--- config.mk ---
export PLATFORM = sky130hd
export DESIGN_NAME = mem_port_arbiter
export DESIGN_NICKNAME = d
export VERILOG_FILES = /design/src/rtl/mem_port_arbiter.sv
export SDC_FILE = /design/constraint.sdc
export NUM_CORES = 1
export LEC_CHECK = 0
export ABC_AREA = 1
export BUFFER_PORTS_ARGS = -buffer_cell sky130_fd_sc_hd__buf_2
export CORE_AREA = 2 2 92 94
export DETAILED_ROUTE_END_ITERATION = 8
export DIE_AREA = 0 0 94 96
export HOLD_SLACK_MARGIN = 0.05
export PLACE_DENSITY_LB_ADDON = 0.15
export SYNTH_ARGS = -nofsm -noshare
export SYNTH_HDL_FRONTEND = slang
export SYNTH_SLANG_ARGS = --single-unit
export TNS_END_PERCENT = 20
--- constraint.sdc ---
create_clock -name clk -period 2.29 [get_ports clk]
set_input_delay 0.229 -clock clk [delete_from_list [all_inputs] [get_ports clk]]
set_output_delay 0.229 -clock clk [all_outputs]
set_load 0.005 [all_outputs]
--- src/rtl/mem_port_arbiter.sv ---
// Round-robin arbiter sharing one single-port memory between three requesters.
// Runs one transaction at a time: registered command issue, fixed-latency read return.
module mem_port_arbiter #(
   parameter int ADDR_W  = 16,
   parameter int DATA_W  = 16,
   parameter int MEM_LAT = 1
) (
   input  logic                  clk,
   input  logic                  rst,
   input  logic [2:0]            req,
   input  logic [2:0]            we,
   input  logic [3*ADDR_W-1:0]   addr,
   input  logic [3*DATA_W-1:0]   wdata,
   output logic [2:0]            gnt,
   output logic [2:0]            rvalid,
   output logic [DATA_W-1:0]     rdata,
   output logic                  mem_en,
   output logic                  mem_we,
   output logic [ADDR_W-1:0]     mem_addr,
   output logic [DATA_W-1:0]     mem_wdata,
   input  logic [DATA_W-1:0]     mem_rdata,
   output logic                  busy
);

   typedef enum logic [1:0] {
      ST_IDLE  = 2'd0,
      ST_ISSUE = 2'd1,
      ST_WAIT  = 2'd2
   } state_t;

   localparam logic [2:0] LAT_C = 3'(MEM_LAT);

   state_t              state_r;
   state_t              state_next_s;
   logic [1:0]          last_r;
   logic [1:0]          win_r;
   logic [1:0]          win_s;
   logic                we_r;
   logic [2:0]          cnt_r;
   logic                issue_next_s;
   logic [2:0]          rvalid_next_s;
   logic [2:0]          gnt_r;
   logic [2:0]          rvalid_r;
   logic                mem_en_r;
   logic                mem_we_r;
   logic [ADDR_W-1:0]   mem_addr_r;
   logic [DATA_W-1:0]   mem_wdata_r;
   logic                busy_r;

   // Search starts just after the last winner and wraps around the three ports.
   function automatic logic [1:0] rr_pick(input logic [2:0] r, input logic [1:0] l);
      logic [1:0] p0;
      logic [1:0] p1;
      logic [1:0] p2;
      case (l)
         2'd0: begin p0 = 2'd1; p1 = 2'd2; p2 = 2'd0; end
         2'd1: begin p0 = 2'd2; p1 = 2'd0; p2 = 2'd1; end
         default: begin p0 = 2'd0; p1 = 2'd1; p2 = 2'd2; end
      endcase
      if (r[p0]) begin
         rr_pick = p0;
      end else if (r[p1]) begin
         rr_pick = p1;
      end else begin
         rr_pick = p2;
      end
   endfunction

   function automatic logic [2:0] one_hot(input logic [1:0] idx);
      one_hot = 3'b001 << idx;
   endfunction

   // Winner selection and next-state decode.
   always_comb begin
      win_s         = rr_pick(req, last_r);
      issue_next_s  = 1'b0;
      rvalid_next_s = 3'b000;
      state_next_s  = state_r;
      case (state_r)
         ST_IDLE: begin
            if (req != 3'b000) begin
               issue_next_s = 1'b1;
               state_next_s = ST_ISSUE;
            end else begin
               state_next_s = ST_IDLE;
            end
         end
         ST_ISSUE: begin
            if (we_r) begin
               state_next_s = ST_IDLE;
            end else begin
               state_next_s = ST_WAIT;
               if (LAT_C == 3'd1) begin
                  rvalid_next_s = one_hot(win_r);
               end else begin
                  rvalid_next_s = 3'b000;
               end
            end
         end
         ST_WAIT: begin
            if (cnt_r == 3'd1) begin
               state_next_s = ST_IDLE;
            end else begin
               state_next_s = ST_WAIT;
               if (cnt_r == 3'd2) begin
                  rvalid_next_s = one_hot(win_r);
               end else begin
                  rvalid_next_s = 3'b000;
               end
            end
         end
         default: begin
            state_next_s = ST_IDLE;
         end
      endcase
   end

   // State register and wait counter.
   always_ff @(posedge clk or negedge rst) begin
      if (!rst) begin
         state_r <= ST_IDLE;
         cnt_r   <= 3'd0;
      end else begin
         state_r <= state_next_s;
         if (state_r == ST_ISSUE) begin
            cnt_r <= LAT_C;
         end else if (state_r == ST_WAIT) begin
            cnt_r <= cnt_r - 3'd1;
         end else begin
            cnt_r <= cnt_r;
         end
      end
   end

   // Transaction capture and registered memory/requester outputs.
   always_ff @(posedge clk or negedge rst) begin
      if (!rst) begin
         last_r      <= 2'd2;
         win_r       <= 2'd0;
         we_r        <= 1'b0;
         gnt_r       <= 3'b000;
         rvalid_r    <= 3'b000;
         mem_en_r    <= 1'b0;
         mem_we_r    <= 1'b0;
         mem_addr_r  <= {ADDR_W{1'b0}};
         mem_wdata_r <= {DATA_W{1'b0}};
         busy_r      <= 1'b0;
      end else begin
         rvalid_r <= rvalid_next_s;
         mem_en_r <= issue_next_s;
         busy_r   <= (state_next_s != ST_IDLE);
         if (issue_next_s) begin
            win_r       <= win_s;
            last_r      <= win_s;
            we_r        <= we[win_s];
            gnt_r       <= one_hot(win_s);
            mem_we_r    <= we[win_s];
            mem_addr_r  <= addr[win_s*ADDR_W +: ADDR_W];
            mem_wdata_r <= wdata[win_s*DATA_W +: DATA_W];
         end else begin
            gnt_r    <= 3'b000;
            mem_we_r <= 1'b0;
         end
      end
   end

   assign gnt       = gnt_r;
   assign rvalid    = rvalid_r;
   assign rdata     = mem_rdata;
   assign mem_en    = mem_en_r;
   assign mem_we    = mem_we_r;
   assign mem_addr  = mem_addr_r;
   assign mem_wdata = mem_wdata_r;
   assign busy      = busy_r;

endmodule

# Yosys cells after proc, flatten, opt, wreduce, memory -nomap -nowiden
# Cells that the tools add are included.
dict set report totals {
  ff_bits 51
  elab_cells 55
  output_inout_bits 57
  inputBits 120
}
dict set report classes {
  n_eq_ne 5
  n_shift 4
  mux 25
  n_reduce_logical 5
  order_cmp 3
  addsub 1
}
# op n
set ops {}
lappend ops {{48-bit by 7-bit indexed part select with 16-bit output} 2}
lappend ops {{3-bit 2-to-1 mux} 6}
lappend ops {{2-bit one-hot mux with 2 select lines} 3}
lappend ops {{2-bit by 3-bit < comparator with 1-bit output (second input constant)} 3}
lappend ops {{2-bit 2-to-1 mux} 4}
lappend ops {{1-bit 2-to-1 mux} 7}
lappend ops {{1-bit binary-select mux with 2-bit select} 3}
lappend ops {{2-bit one-hot mux with 3 select lines} 1}
lappend ops {{3-bit one-hot mux with 2 select lines} 1}
lappend ops {{1-bit by 2-bit << shifter with 3-bit output (first input constant)} 2}
lappend ops {{2-bit by 1-bit equality test with 1-bit output (second input constant)} 2}
lappend ops {{2-bit logical NOT} 2}
lappend ops {{2-bit nonzero test} 2}
lappend ops {{3-bit by 1-bit equality test with 1-bit output (second input constant)} 1}
lappend ops {{3-bit by 2-bit equality test with 1-bit output (second input constant)} 1}
lappend ops {{3-bit nonzero test} 1}
lappend ops {{3-bit by 1-bit subtractor with 3-bit output (second input constant)} 1}
lappend ops {{2-bit equality test (second input constant)} 1}

# Depth between registers and ports, before layout
# Gate-level depths: netlist of run 1.
dict set report depth {
  word_depth 9
  mapped_depth 10
}

# Least setup slack after synthesis of run 1
# OpenSTA, ideal clock, no wires.
dict set report synth_timing {
  path_type {register to register}
  startpoint {register last_r[1]}
  endpoint {register mem_addr_r[10] (netlist: mem_addr[10])}
  path_slack_ns 0.686
  required_ns 2.166
  synth_period_minus_slack_ns 1.604
  arrival_time_ns 1.479
  setup_time_ns 0.124
  stages_incl_launch_ff 9
  path_cell_list {dfstp_2 nor2_2 a21oi_4 nand3_2 nand2_2 buf_2 nand2_1 nand3_1 nand3_1}
}
dict set report synth_via {
  elab_chain_len 7
  elab_cells_between_ends 12
}
# element line_no
set synth_lines {}
lappend synth_lines {{start: declaration} 35} ;# logic [1:0] last_r;
lappend synth_lines {{start signal: assignment} 154} ;# last_r <= win_s;
lappend synth_lines {{2-bit by 1-bit equality test with 1-bit output or 2-bit logical NOT (tied branches)} 55} ;# case (l)
lappend synth_lines {{2-bit one-hot mux with 2 select lines} 55}
lappend synth_lines {{1-bit binary-select mux with 2-bit select} 62} ;# end else if (r[p1]) begin
lappend synth_lines {{1-bit 2-to-1 mux (not written as such)} 62}
lappend synth_lines {{2-bit 2-to-1 mux} 62}
lappend synth_lines {{2-bit 2-to-1 mux (*)} 60} ;# if (r[p0]) begin
lappend synth_lines {{48-bit by 7-bit indexed part select with 16-bit output (*)} 158} ;# mem_addr_r <= addr[win_s*ADDR_W +: ADDR_W];
lappend synth_lines {{end signal: assignment} 145} ;# mem_addr_r <= {ADDR_W{1'b0}};
lappend synth_lines {{end signal: assignment} 158}
lappend synth_lines {{end: declaration} 46} ;# logic [ADDR_W-1:0] mem_addr_r;
# Every way passes the cells marked *; elsewhere a longest branch is shown, timed or not. The select of a mux whose other input is x is not followed.
# A chain may end at the register's enable or synchronous reset.

# Worst setup path in the final report of run 1
dict set report layout_timing {
  startpoint {register last_r[1]}
  endpoint {register mem_wdata_r[2] (netlist: mem_wdata[2])}
}
dict set report layout_via {
  elab_chain_len 7
  elab_cells_between_ends 12
}
# element line_no
set layout_lines {}
lappend layout_lines {{2-bit by 1-bit equality test with 1-bit output or 2-bit logical NOT (tied branches)} 55}
lappend layout_lines {{2-bit one-hot mux with 2 select lines} 55}
lappend layout_lines {{1-bit binary-select mux with 2-bit select} 62}
lappend layout_lines {{1-bit 2-to-1 mux (not written as such)} 62}
lappend layout_lines {{2-bit 2-to-1 mux} 62}
lappend layout_lines {{2-bit 2-to-1 mux (*)} 60}
lappend layout_lines {{48-bit by 7-bit indexed part select with 16-bit output (*)} 159} ;# mem_wdata_r <= wdata[win_s*DATA_W +: DATA_W];
lappend layout_lines {{end signal: assignment} 146} ;# mem_wdata_r <= {DATA_W{1'b0}};
lappend layout_lines {{end signal: assignment} 159}
lappend layout_lines {{end: declaration} 47} ;# logic [DATA_W-1:0] mem_wdata_r;
# Marked as above.

==> results.py, run 1 <==
metrics = {
    "routing": {
        "via_per_inst": 4.63,
        "drc": 0,
        "antenna_left": 0,
        "avgRoutedWirePerCell_um": 12.1,
        "vias": 3161,
        "dr.pass1.iters": 5,
        "drt_iter0_markers": 94,
        "routed_wl_mm": 8.28,
    },
    "power_and_ir_drop": {
        "p_sw_frac": 0.447,
        "p_switching_uw": 2170,
        "p_int_uw": 2680,
        "combPwrFrac": 0.548,
        "p_seq_frac": 0.322,
        "power_leakage_uw": 0.00242,
        "ir_drop_mv": 0.577,
        "p_per_area_mw_per_mm2": 1220,
        "p_clk_frac": 0.130,
    },
    "setup_path": {
        "reg2reg_to": "mem_wdata[2]",
        "arrival_ns": 2.10,
        "critical_path.cell_chain": "nor2_2 -> a21oi_4 -> buf_4 -> nand3_2 -> nand3_1 -> nand3_1 -> a21oi_1",
        "worst_setup_path_start_kind": "flip-flop",
        "criticalPathCategory": "reg -> reg",
        "crit_required_ns": 2.52,
        "r2r_start": "last_r[1]",
        "rr_worst_depth": 7,
        "crit_fanout": 17,
        "end_kind": "flip-flop",
        "r2r_slack_ns": 0.42,
        "max_stage_delay_ns": 0.59,
        "slowest_stage": "dfstp_2",
        "path_common_cell": "nand3_1",
    },
    "grt": {
        "grt_pass1_wl_mm": 13.6,
        "gr-total-overflow": 0,
        "grt_pass1_vias": 2955,
        "grt_max_degree": 36,
        "track_usage": 0.189,
        "antenna_found_initial": 0,
    },
    "timing": {
        "rsz0062_at_grt": "no",
        "final.period_utilization": 0.815,
        "final-setup-viol-count": 0,
        "fin_setup_tns_ns": 0,
        "fmax_mhz": 536,
        "worst_pin_slew_ns": 0.886,
        "finalHoldViolCount": 0,
        "slew_violations": 0,
        "skew_ns": 0.00895,
        "max_slew_margin": 0.409,
        "fin_crit_ns": 1.87,
    },
    "layout": {
        "antennaDiodeCount": 0,
        "final_cell_mix": "buf_2, nand3_1, nand2_1",
        "fillerInstances": 857,
        "design_area_mm2": 0.00397,
        "nets": 704,
        "drive_above_1_share": 0.310,
        "fin_cells": 683,
        "area_growth_pct": 26.9,
        "mostFrequentLayoutCell": "buf_2",
    },
    "placement": {
        "gp_congestion": 0.845,
        "placedCellCount": 674,
        "dpl_cell_area_mm2": 0.00385,
        "io_buffers": 144,
        "dp_hpwl_mm": 6.36,
    },
    "logic_synthesis": {
        "syn_area_mm2": 0.00313,
        "yosysSeqAreaShare": 0.400,
        "ys_warn_count": 0,
        "yosysUniqueCellTypes": 24,
        "syn_inst": 451,
        "synth.avg_cell_area_um2": 6.94,
        "ys_seq_elements": 50,
        "syn_nets": 578,
    },
    "status": {
        "status": "completed",
    },
    "cts": {
        "clock-sinks": 50,
        "clock_path_buffers": 2,
        "cts_resized": 0,
        "cts_made_buffers": 5,
        "cts_setup_buffers": 0,
        "clk_pin_slew_ns": 0.10,
        "clockRootBuffer": "clkbuf_8",
        "h-tree-depth": 2,
        "clk_latency_ns": 0.31,
        "cts_tree": "done",
    },
    "job": {
        "cap_violations": 0,
    },
    "floorplan": {
        "rows": 33,
        "core_area_mm2": 0.00805,
        "ios": 177,
        "die_w_um": 94,
        "die_height_um": 96,
        "initial_core_util": 0.389,
        "dieArea_mm2": 0.00902,
    },
    "worst_hold_path": {
        "worstHoldStart": "addr[47]",
        "worstHoldEndpoint": "mem_addr[15]",
        "min_path_cells": 3,
        "min_path_type": "in -> reg",
    },
}
[routing by layer]
metal / vias to the layer above / GRT usage / part of all wire
met1: 1438 / 0.242 / 0.43
li1: 1610 / - / -
met2: 98 / 0.327 / 0.49
met3: 15 / 0.0399 / 0.065
met5: - / 0 / 0
met4: 0 / 0.0507 / 0.017
[per-stage QoR]
stage / power [uW] / setup slack, ns / utilization / hold slack (ns)
after global placement: 4210 / 0.427 / 0.478 / 0.326
after floorplan: 3350 / 0.686 / - / -0.0666
final: 4850 / 0.424 / 0.493 / 0.139
after CTS: 4920 / 0.411 / 0.493 / 0.130
after detailed placement: 4270 / 0.371 / 0.478 / 0.335
after global routing: 5350 / 0.191 / 0.493 / 0.145
[synth_stat cells]
cell        n  area [um2]
nand3_1   100         500
a21oi_4     1        16.3
nor2_2      1        6.26
o31ai_2     1        12.5
a21oi_1    18        90.1
dfrtp_1    49        1230
nand2_1    98         368
buf_1       2        7.51
nand4_1     1        6.26
buf_2      11        55.1
o22ai_1     1        6.26
nor2_1     21        78.8
o211ai_2    1        12.5
inv_2       4        15.0
dfstp_2     1        26.3
xor2_1      1        8.76
buf_4      18         135
ha_1        7        87.6
inv_1      97         364
clkbuf_1    4        15.0
nand2_2     3        18.8
or2_2       2        12.5
nand3_2     3        30.0
o21ai_0     6        30.0
[kinds of logic (layout without fill, tap and decap cells)]
family	count (synthesis)	in the layout	synth area share
buf+inv	136	263	0.189
compound gates	28	28	0.0536
flops	50	50	0.400
xor+xnor	1	1	0.00280
simple gates	229	229	0.326
fa+ha+maj	7	7	0.0280
[worst max path at each step]
stage                         start             to  slack (ns)  cells after the start
final                     last_r[1]   mem_wdata[2]        0.42                      7
after global routing      last_r[1]           we_r        0.19                      9
after CTS                 last_r[1]  mem_wdata[12]        0.41                      7
after detailed placement     req[1]  mem_wdata[12]        0.37                      7
after global placement       req[1]           we_r        0.43                      7
after floorplan           last_r[1]   mem_addr[10]        0.69                      8
[state kept, by name (all words and copies together) (netlist names)]
name	cells
mem_addr	16
mem_wdata	16
cnt_r	3
gnt	3
rvalid	3
last_r	2
state_r	2
busy	1
mem_en	1
mem_we	1
we_r	1
win_r	1
[worst max-delay path: cells and delay by family (launching register included)]
| family | cells | cell delay, ns |
|---|---|---|
| DFF | 1 | 0.59 |
| AOI/OAI and AO/OA | 2 | 0.27 |
| buffers and inverters | 1 | 0.26 |
| and+or+nand+nor | 4 | 0.67 |
[final cells by class]
type	count	area, um2	share of cell area
flip-flops and latches	50	1250	0.315
clock buffers	5	68.8	0.0173
inverters	101	379	0.0955
multi-input cells	265	1300	0.326
well taps	105	131	0.0331
clock inverters	3	45.0	0.0113
repair buffers	154	798	0.201
[power by group through the flow]
stage          clock [uW]  combinational, uW  sequential [uW]
2_1_floorplan           0               1780             1570
3_5_place_dp            0               2700             1580
3_3_place_gp            0               2630             1580
4_1_cts               651               2700             1560
6_report              631               2660             1560
5_1_grt               681               3060             1610
[timing repair]
| action | 4_1_cts | 5_1_grt |
|---|---|---|
| setup endpoints to repair | 0 | 0 |
| hold endpoints to repair | 30 | 0 |
| hold buffers | 1 | 0 |
(Power assumes the default switching activity.)
==> run 2, diff against run 1 <==
==> constraint.sdc (replaced) <==
create_clock -name clk -period 1.8 [get_ports clk]
set_input_delay 0.18 -clock clk [delete_from_list [all_inputs] [get_ports clk]]
set_output_delay 0.18 -clock clk [all_outputs]
set_load 0.005 [all_outputs]
==> results.py, run 2 (same netlist as run 1, synthesis figures left out) <==
metrics = {
    "grt": {
        "antenna_found_initial": 0,
        "gr-total-overflow": 0,
        "track_usage": 0.191,
        "grt_pass1_wl_mm": 13.9,
        "grt_max_degree": 36,
        "use_met1": 0.255,
        "grt_use_met2": 0.319,
        "grtUsageMet3": 0.0345,
        "busiest_layer": "met2",
        "grt_pass1_vias": 3026,
    },
    "floorplan": {
        "die_height_um": 96,
        "dieArea_mm2": 0.00902,
        "rows": 33,
        "core_area_mm2": 0.00805,
        "ios": 177,
        "initial_core_util": 0.389,
        "die_w_um": 94,
    },
    "cts": {
        "h-tree-depth": 2,
        "clk_pin_slew_ns": 0.09,
        "clock_path_buffers": 2,
        "clk_latency_ns": 0.29,
        "cts_tree": "done",
        "cts_setup_buffers": 0,
        "cts_made_buffers": 5,
        "clockRootBuffer": "clkbuf_8",
        "clock-sinks": 50,
    },
    "power_and_ir_drop": {
        "total_power_uw": 6290,
        "power_leakage_uw": 0.00245,
        "p_per_area_mw_per_mm2": 1560,
        "ir_drop_mv": 0.682,
    },
    "layout": {
        "fillerInstances": 860,
        "final_cell_mix": "buf_2, nand3_1, nand2_1",
        "mostFrequentLayoutCell": "buf_2",
        "fin_cells": 686,
        "design_area_mm2": 0.00403,
        "drive_above_1_share": 0.312,
        "area_growth_pct": 28.7,
        "nets": 707,
        "antennaDiodeCount": 0,
    },
    "routing": {
        "drc": 0,
        "vias": 3226,
        "drt_iter0_markers": 112,
        "routed_wl_mm": 8.60,
        "via_per_inst": 4.70,
        "avgRoutedWirePerCell_um": 12.5,
        "dr.pass1.iters": 4,
        "antenna_left": 0,
    },
    "timing": {
        "whs_ns": 0.0976,
        "rsz0062_at_grt": "yes",
        "fmax_mhz": 597,
        "skew_ns": 0.00533,
        "max_slew_margin": 0.643,
        "fin_crit_ns": 1.67,
        "worst_pin_slew_ns": 0.536,
        "final-setup-viol-count": 0,
        "slew_violations": 0,
        "final.period_utilization": 0.930,
        "fin_setup_tns_ns": 0,
        "finalHoldViolCount": 0,
    },
    "setup_path": {
        "worst_setup_path_start_kind": "flip-flop",
        "startpoint": "last_r[1]",
        "criticalPathCategory": "reg -> reg",
        "arrival_ns": 1.86,
        "crit_fanout": 17,
        "r2r_start": "last_r[1]",
        "crit_required_ns": 1.98,
        "slowest_stage": "dfstp_2",
        "max_stage_delay_ns": 0.59,
        "end_kind": "flip-flop",
        "crit_buf_inv": 1,
        "path_common_cell": "nand3_1",
        "critical_path.cell_chain": "nor2_2 -> a21oi_4 -> nand3_2 -> nand2_2 -> buf_12 -> nand2_1 -> nand3_1 -> nand3_1",
        "cpLargestDelayFamily": "simple AND/OR/NAND/NOR gates",
    },
    "worst_hold_path": {
        "worstHoldStart": "addr[42]",
        "min_path_type": "in -> reg",
    },
    "placement": {
        "dp_hpwl_mm": 6.53,
        "dpl_cell_area_mm2": 0.00389,
        "io_buffers": 144,
        "gp_congestion": 0.913,
        "placedCellCount": 677,
    },
    "job": {
        "cap_violations": 0,
    },
    "status": {
        "status": "completed",
    },
}
[run 2: cell types whose count changed in the layout (fill, tap and decap cells not counted), sizes merged]
cell	delta
clkinvlp	-1
clkbuf	+1
buf	+3
[run 2: routing by layer]
layer  vias to the layer above  routed length, um
li1                       1619                  -
met1                      1483               3740
met2                       106               4160
met3                        18                517
met4                         0                179
met5                         -                  0
[run 2: timing repair]
item / CTS / global route
gates resized for setup: 0 / 5
endpoints found under the hold margin: 14 / 0
endpoints found under the setup margin: 0 / 20
hold buffers: 1 / 0
[run 2: worst paths after layout]
path	depth (start not counted)	slack, ns	end
worst min register to register	2	0.50	mem_addr[12]
worst max-delay path	8	0.13	we_r
min in group asynchronous	2	0.32	mem_wdata[10]
worst min-delay path	3	0.1	mem_addr[10]
max in group asynchronous	3	0.84	win_r[1]
worst max register to register	8	0.13	we_r
[run 2: cell type report]
| class | instances | area (um2) | area share |
|---|---|---|---|
| multi-input cells | 265 | 1300 | 0.324 |
| well taps | 105 | 131 | 0.0326 |
| clock inverters | 2 | 37.5 | 0.00932 |
| clock buffers | 6 | 72.6 | 0.0180 |
| repair buffers | 157 | 846 | 0.210 |
| flip-flops and latches | 50 | 1250 | 0.311 |
| inverters | 101 | 384 | 0.0954 |
[run 2: worst min-delay path, cell delays in order]
cell and delay, ns:
buf_2 0.07, nand2_1 0.04, nand3_1 0.06
[run 2: through the flow]
stage / worst slack, ns / utilization
after CTS: 0.102 / 0.499
after detailed placement: 0.120 / 0.484
final: 0.126 / 0.500
after global routing: -0.00804 / 0.500
after floorplan: 0.196 / -
after global placement: 0.144 / 0.484
[run 2: power breakdown]
part	switching, uW	internal (uW)
clock network	381	415
logic	2110	1420
registers	293	1670
total	2790	3510
